--- config.mk ---
export PLATFORM = sky130hd
export DESIGN_NAME = systolic_array
export DESIGN_NICKNAME = d
export VERILOG_FILES = /design/src/rtl/systolic_array.sv
export SDC_FILE = /design/constraint.sdc
export NUM_CORES = 1
export LEC_CHECK = 0
export ABC_AREA = 1
export ABC_CLOCK_PERIOD_IN_PS = 11700
export BUFFER_PORTS_ARGS = -buffer_cell sky130_fd_sc_hd__buf_2
export CAP_MARGIN = 30
export CORE_MARGIN = 3
export CORE_UTILIZATION = 30
export DETAILED_ROUTE_END_ITERATION = 7
export GPL_TIMING_DRIVEN = 0
export PLACE_DENSITY_LB_ADDON = 0.2
export SLEW_MARGIN = 20
export SYNTH_ARGS = -nofsm -noshare
export SYNTH_HDL_FRONTEND = slang
export SYNTH_SLANG_ARGS = --single-unit
--- constraint.sdc ---
create_clock -name clk_in -period 11.7 [get_ports clk_in]
set_input_delay 1.17 -clock clk_in [delete_from_list [all_inputs] [get_ports clk_in]]
set_output_delay 1.17 -clock clk_in [all_outputs]
set_load 0.03 [all_outputs]
--- src/rtl/systolic_array.sv ---
// 4x4 weight-stationary binary (XNOR-popcount) systolic array.
// Activations flow top to bottom one row per cycle; partial sums cross each row combinationally into a register.
module systolic_array (
    input  logic        clk_in,
    input  logic        rst_in,
    input  logic        load_weight_in,
    input  logic [8:0]  weight_in,
    input  logic [8:0]  activation_column_0_in,
    input  logic [8:0]  activation_column_1_in,
    input  logic [8:0]  activation_column_2_in,
    input  logic [8:0]  activation_column_3_in,
    input  logic [12:0] psum_row_0_in,
    input  logic [12:0] psum_row_1_in,
    input  logic [12:0] psum_row_2_in,
    input  logic [12:0] psum_row_3_in,
    output logic [12:0] psum_row_0_out,
    output logic [12:0] psum_row_1_out,
    output logic [12:0] psum_row_2_out,
    output logic [12:0] psum_row_3_out,
    output logic [8:0]  activation_column_0_out,
    output logic [8:0]  activation_column_1_out,
    output logic [8:0]  activation_column_2_out,
    output logic [8:0]  activation_column_3_out
);

    logic [8:0]  act_in   [4];
    logic [12:0] psum_in  [4];

    logic [3:0]  cnt_q, cnt_d;
    logic [8:0]  w_q      [4][4];
    logic [8:0]  w_d      [4][4];
    logic [8:0]  a_q      [4][4];
    logic [8:0]  a_d      [4][4];
    logic [12:0] psum_q   [4];
    logic [12:0] psum_d   [4];
    logic [3:0]  m        [4][4];

    assign act_in[0]  = activation_column_0_in;
    assign act_in[1]  = activation_column_1_in;
    assign act_in[2]  = activation_column_2_in;
    assign act_in[3]  = activation_column_3_in;
    assign psum_in[0] = psum_row_0_in;
    assign psum_in[1] = psum_row_1_in;
    assign psum_in[2] = psum_row_2_in;
    assign psum_in[3] = psum_row_3_in;

    function automatic logic [3:0] popcount9(input logic [8:0] v);
        logic [3:0] n;
        n = '0;
        for (int i = 0; i < 9; i++) begin
            n = n + {3'b000, v[i]};
        end
        return n;
    endfunction

    // Load pointer walks row-major; any idle cycle rewinds it to PE(0,0).
    always_comb begin
        w_d   = w_q;
        cnt_d = '0;
        if (load_weight_in) begin
            w_d[cnt_q[3:2]][cnt_q[1:0]] = weight_in;
            cnt_d = cnt_q + 4'd1;
        end
    end

    always_comb begin
        a_d = a_q;
        for (int c = 0; c < 4; c++) begin
            a_d[0][c] = act_in[c];
            for (int r = 1; r < 4; r++) begin
                a_d[r][c] = a_q[r-1][c];
            end
        end
    end

    // Contributions use the registered weight, so a same-cycle weight write lands after this edge.
    always_comb begin
        for (int r = 0; r < 4; r++) begin
            psum_d[r] = psum_in[r];
            for (int c = 0; c < 4; c++) begin
                m[r][c]   = popcount9(~(a_q[r][c] ^ w_q[r][c]));
                psum_d[r] = psum_d[r] + {9'd0, m[r][c]};
            end
        end
    end

    always_ff @(posedge clk_in or negedge rst_in) begin
        if (!rst_in) begin
            cnt_q <= '0;
            for (int r = 0; r < 4; r++) begin
                psum_q[r] <= '0;
                for (int c = 0; c < 4; c++) begin
                    w_q[r][c] <= '0;
                    a_q[r][c] <= '0;
                end
            end
        end else begin
            cnt_q <= cnt_d;
            for (int r = 0; r < 4; r++) begin
                psum_q[r] <= psum_d[r];
                for (int c = 0; c < 4; c++) begin
                    w_q[r][c] <= w_d[r][c];
                    a_q[r][c] <= a_d[r][c];
                end
            end
        end
    end

    assign psum_row_0_out          = psum_q[0];
    assign psum_row_1_out          = psum_q[1];
    assign psum_row_2_out          = psum_q[2];
    assign psum_row_3_out          = psum_q[3];
    assign activation_column_0_out = a_q[3][0];
    assign activation_column_1_out = a_q[3][1];
    assign activation_column_2_out = a_q[3][2];
    assign activation_column_3_out = a_q[3][3];

endmodule

==> impl_results.html <==
<table>
<tr><th>Metric</th><th>Value</th></tr>
<tr><th colspan="2">Status</th></tr>
<tr><td>Result of the run</td><td>completed</td></tr>
<tr><th colspan="2">Place</th></tr>
<tr><td>Weighted congestion at the end of routability-driven global placement</td><td>0.856</td></tr>
<tr><td>Count of buffers from port buffering</td><td>187</td></tr>
<tr><td>Sum of net half-perimeters after detailed placement</td><td>36100 um</td></tr>
<tr><th colspan="2">Worst setup path</th></tr>
<tr><td>Critical path's largest stage delay</td><td>590 ps</td></tr>
<tr><td>Worst Reg2Reg Path Length in Cells</td><td>17</td></tr>
<tr><td>Setup CP Type</td><td>flip-flop to flip-flop</td></tr>
<tr><td>Capture instance of the worst register-to-register path</td><td>psum_row_2_out[8]$_DFF_PN0_</td></tr>
<tr><td>Origin of the critical flop-to-flop path</td><td>a_d[23]$_DFF_PN0_</td></tr>
<tr><td>Slowest stage cell, crit path</td><td>fa_1</td></tr>
<tr><td>Most Frequent Cell on Critical Path</td><td>fa_1</td></tr>
<tr><td>Worst-path fanout max</td><td>3</td></tr>
<tr><td>Sum of buffers and inverters on the critical path</td><td>3</td></tr>
<tr><td>Required time reported for the critical path endpoint</td><td>12160 ps</td></tr>
<tr><td>Type of element capturing the critical path</td><td>flip-flop</td></tr>
<tr><td>CP Cell Sequence</td><td>xor2_1, fa_1, inv_1, fa_1, inv_1, fa_1, fa_1, fa_1, inv_1, fa_1, fa_1, fa_1, nand3_1, nand3_1, nand2_1, nand2_1, xor2_1</td></tr>
<tr><td>Worst Setup Start Kind</td><td>flip-flop</td></tr>
<tr><td>Top Family by Delay on Critical Path</td><td>adder cells</td></tr>
<tr><td>Data arrival time of the critical path</td><td>6130 ps</td></tr>
<tr><td>Minimum setup slack among reg-to-reg paths</td><td>6030 ps</td></tr>
<tr><th colspan="2">Clock network</th></tr>
<tr><td>Count of instances resized after the clock tree is built</td><td>0</td></tr>
<tr><td>Clk root buf</td><td>clkbuf_16</td></tr>
<tr><td>Number of setup buffers added after CTS</td><td>0</td></tr>
<tr><td>Clock tree from TritonCTS</td><td>built</td></tr>
<tr><td># hold bufs at CTS</td><td>0</td></tr>
<tr><td>Clock transition at the registers of the reported paths</td><td>60 ps</td></tr>
<tr><td>Buffers from clock root to sink, at most</td><td>3</td></tr>
<tr><td>CTS HTree Levels</td><td>2</td></tr>
<tr><td>Inserted Clock Buffers</td><td>43</td></tr>
<tr><td>Clock latency of the later-clocked register in the worst-skew pair</td><td>580 ps</td></tr>
<tr><td>Number of clock sinks</td><td>344</td></tr>
<tr><th colspan="2">Floorplanning</th></tr>
<tr><td>Horizontal die dimension</td><td>244 um</td></tr>
<tr><td>Number of top-level pins</td><td>188</td></tr>
<tr><td>Placeable Area</td><td>0.0556 mm2</td></tr>
<tr><td>Number of core rows</td><td>86</td></tr>
<tr><td>Starting density of the core</td><td>0.306</td></tr>
<tr><td>Die Outline Area</td><td>0.0597 mm2</td></tr>
<tr><td>Vertical extent of the die</td><td>244 um</td></tr>
<tr><th colspan="2">Worst hold path</th></tr>
<tr><td>Type of the tightest min-delay check</td><td>flip-flop to flip-flop</td></tr>
<tr><td>Hold Path Cell Cnt</td><td>0</td></tr>
<tr><td>Endpoint of the worst hold-timing path</td><td>a_d[25]$_DFF_PN0_</td></tr>
<tr><td>Startpoint of the worst hold path</td><td>a_d[61]$_DFF_PN0_</td></tr>
<tr><th colspan="2">Final layout</th></tr>
<tr><td>Fraction of layout instances using a drive strength above 1</td><td>0.169</td></tr>
<tr><td>Total number of nets in the final design</td><td>2087</td></tr>
<tr><td>P&amp;R area growth vs syn</td><td>20.7%</td></tr>
<tr><td>Core utilization of the finished layout</td><td>0.370</td></tr>
<tr><td>Fill cell count</td><td>5561</td></tr>
<tr><th colspan="2">Global route</th></tr>
<tr><td>Grt ovf</td><td>0</td></tr>
<tr><td>Number of antenna violations at the first check in global routing</td><td>6</td></tr>
<tr><td>First-pass GRT wire length</td><td>70000 um</td></tr>
<tr><td>Total GRT Usage</td><td>0.155</td></tr>
<tr><td>Vias in the first global route</td><td>11900</td></tr>
<tr><td>Pin count of the biggest net entering global routing</td><td>98</td></tr>
<tr><th colspan="2">Timing</th></tr>
<tr><td>Final total negative setup slack</td><td>0 ps</td></tr>
<tr><td>Tmin final</td><td>5670 ps</td></tr>
<tr><td>Post-Route Hold Slack</td><td>393 ps</td></tr>
<tr><td>Portion of the clock cycle consumed by the worst path in the final layout</td><td>0.485</td></tr>
<tr><td>Normalized max-slew margin</td><td>0.343</td></tr>
<tr><td>Total of endpoints with negative setup slack in the final report</td><td>0</td></tr>
<tr><td>Setup clock skew after layout</td><td>33.2 ps</td></tr>
<tr><td>Worst Max-Slew Pin Slew</td><td>986 ps</td></tr>
<tr><td>Final hold violations</td><td>0</td></tr>
<tr><td>Final count of pins violating max slew</td><td>0</td></tr>
<tr><td>Fmax</td><td>176 MHz</td></tr>
<tr><td>Unrepaired setup endpoints after global routing</td><td>no</td></tr>
<tr><th colspan="2">Drt</th></tr>
<tr><td>Total length of routed wires</td><td>45500 um</td></tr>
<tr><td>Number of DRC markers after the initial detailed-route iteration</td><td>580</td></tr>
<tr><td>Vias per cell</td><td>4.29</td></tr>
<tr><td>Number of nets with antenna violations after detailed routing</td><td>0</td></tr>
<tr><td>Average wire per standard cell</td><td>17.6 um</td></tr>
<tr><td>Overall via count from detail_route</td><td>11100</td></tr>
<tr><td>Router iterations before antenna repair</td><td>6</td></tr>
<tr><td>Count of unresolved DRC violations after routing</td><td>0</td></tr>
<tr><th colspan="2">Synthesis</th></tr>
<tr><td>Post-synthesis cell type count</td><td>27</td></tr>
<tr><td>Average size of a mapped cell</td><td>10.9 um2</td></tr>
<tr><td>Primary FF master, synth</td><td>dfrtp_1</td></tr>
<tr><td>Top post-synthesis cells by area</td><td>dfrtp_1 (51%), fa_1 (14%), nand2_1 (6.3%)</td></tr>
<tr><td>Instance count of the mapped netlist</td><td>1556</td></tr>
<tr><td>Synthesized Nets</td><td>1844</td></tr>
<tr><td>Register bit total from synthesis</td><td>344</td></tr>
<tr><td>Fraction of registers with async set/reset</td><td>1.00</td></tr>
<tr><td>Number of synthesized flops with an enable pin</td><td>0</td></tr>
<tr><td>Dominant cell type by area after synthesis</td><td>dfrtp_1</td></tr>
<tr><td>Cell Area, Synth</td><td>0.0170 mm2</td></tr>
<tr><td>Sequential share of the synthesized area</td><td>0.505</td></tr>
<tr><td>Most used standard cell by instance count after synthesis</td><td>dfrtp_1</td></tr>
<tr><td>Yosys top cell area share</td><td>0.505</td></tr>
<tr><td>Count of warnings emitted by yosys</td><td>0</td></tr>
<tr><td>Most frequent cells after synthesis</td><td>dfrtp_1 (344), nand2_1 (287), inv_1 (215)</td></tr>
<tr><th colspan="2">Flow run</th></tr>
<tr><td>Max cap viols</td><td>0</td></tr>
</table>
final cells by class:
cell class / count / area (um2) / area share
sequential: 344 / 8610 / 0.419
multi-input combinational: 970 / 7480 / 0.364
clock buffer: 58 / 1220 / 0.0594
timing repair buffer: 198 / 1140 / 0.0556
tap: 748 / 936 / 0.0455
inverter: 217 / 815 / 0.0396
clock inverter: 21 / 219 / 0.0106
buffer: 25 / 139 / 0.00675
antenna: 2 / 5.00 / 0.000243
metrics by stage:
| step | area [um2] | std cells | worst slack (ps) |
|---|---|---|---|
| after floorplan | 17000 | 1556 | 5890 |
| after global placement | 18900 | 2491 | 2570 |
| after detailed placement | 19100 | 2502 | 5420 |
| after CTS | 20600 | 2581 | 5960 |
| after global routing | 20600 | 2583 | 5780 |
| final | 20600 | 2583 | 6030 |
worst max-delay path by stage:
stage                                  from                            to  slack [ps]  depth (start not counted)
after floorplan            psum_row_1_in[0]   psum_row_1_out[8]$_DFF_PN0_        5890                         15
after global placement               rst_in             a_d[97]$_DFF_PN0_        2570                          1
after detailed placement   psum_row_2_in[0]   psum_row_2_out[8]$_DFF_PN0_        5420                         16
after CTS                 a_d[23]$_DFF_PN0_   psum_row_2_out[8]$_DFF_PN0_        5960                         17
after global routing      a_d[23]$_DFF_PN0_  psum_row_2_out[12]$_DFF_PN0_        5780                         18
final                     a_d[23]$_DFF_PN0_   psum_row_2_out[8]$_DFF_PN0_        6030                         17
worst register-to-register path, delay by kind of cell (launching register included):
family | cells | cell delay [ps]
XOR/XNOR | 2 | 340
adder cells (fa/ha/maj) | 8 | 4160
buffers and inverters | 3 | 190
flip-flops | 1 | 430
AND/OR/NAND/NOR | 4 | 450
state kept, by name, indices dropped and copies added, names as in the netlist, 13 cells and up:
name            flops
psum_row_0_out     13
psum_row_2_out     13
w_q               144
psum_row_3_out     13
psum_row_1_out     13
a_d               108
placed cells by master, fill, tap and decap left out, types with 3 or more instances in the layout:
cell type / Yosys / layout
nor2_1: 76 / 76
a21boi_0: 3 / 3
nor3_1: 8 / 8
inv_6: 0 / 5
buf_16: 0 / 4
clkbuf_16: 0 / 43
buf_2: 11 / 197
nand4_1: 10 / 10
clkbuf_8: 0 / 9
clkinv_4: 0 / 4
nor2_8: 4 / 4
xnor2_1: 73 / 73
ha_1: 68 / 68
clkinv_2: 0 / 7
nand2_2: 12 / 12
bufinv_16: 0 / 3
fa_1: 120 / 120
inv_1: 215 / 215
buf_6: 4 / 9
o21ai_1: 7 / 7
clkbuf_1: 9 / 15
dfrtp_1: 344 / 344
a21oi_1: 47 / 47
nand2_1: 287 / 287
nand3_1: 45 / 45
xor2_1: 95 / 95
buf_8: 0 / 3
nand3b_1: 5 / 5
o21ai_0: 104 / 104
kinds of logic after synthesis:
logic type	after synthesis	share of synthesized area
AND/OR/NAND/NOR	451	0.113
flip-flops	344	0.505
buffers and inverters	242	0.0560
adder cells (fa/ha/maj)	188	0.191
XOR/XNOR	168	0.0864
AO/OA/AOI/OAI	163	0.0486
metal layers:
metal,track usage,share of wire,up-vias
met5,0,0.00066,-
met4,0.0533,0.030,6
met3,0.0257,0.042,76
met2,0.269,0.50,236
met1,0.196,0.43,5466
li1,-,-,5306
Power is not shown: default switching activity piles up to over one toggle a cycle in this logic, so the estimate is an artifact.
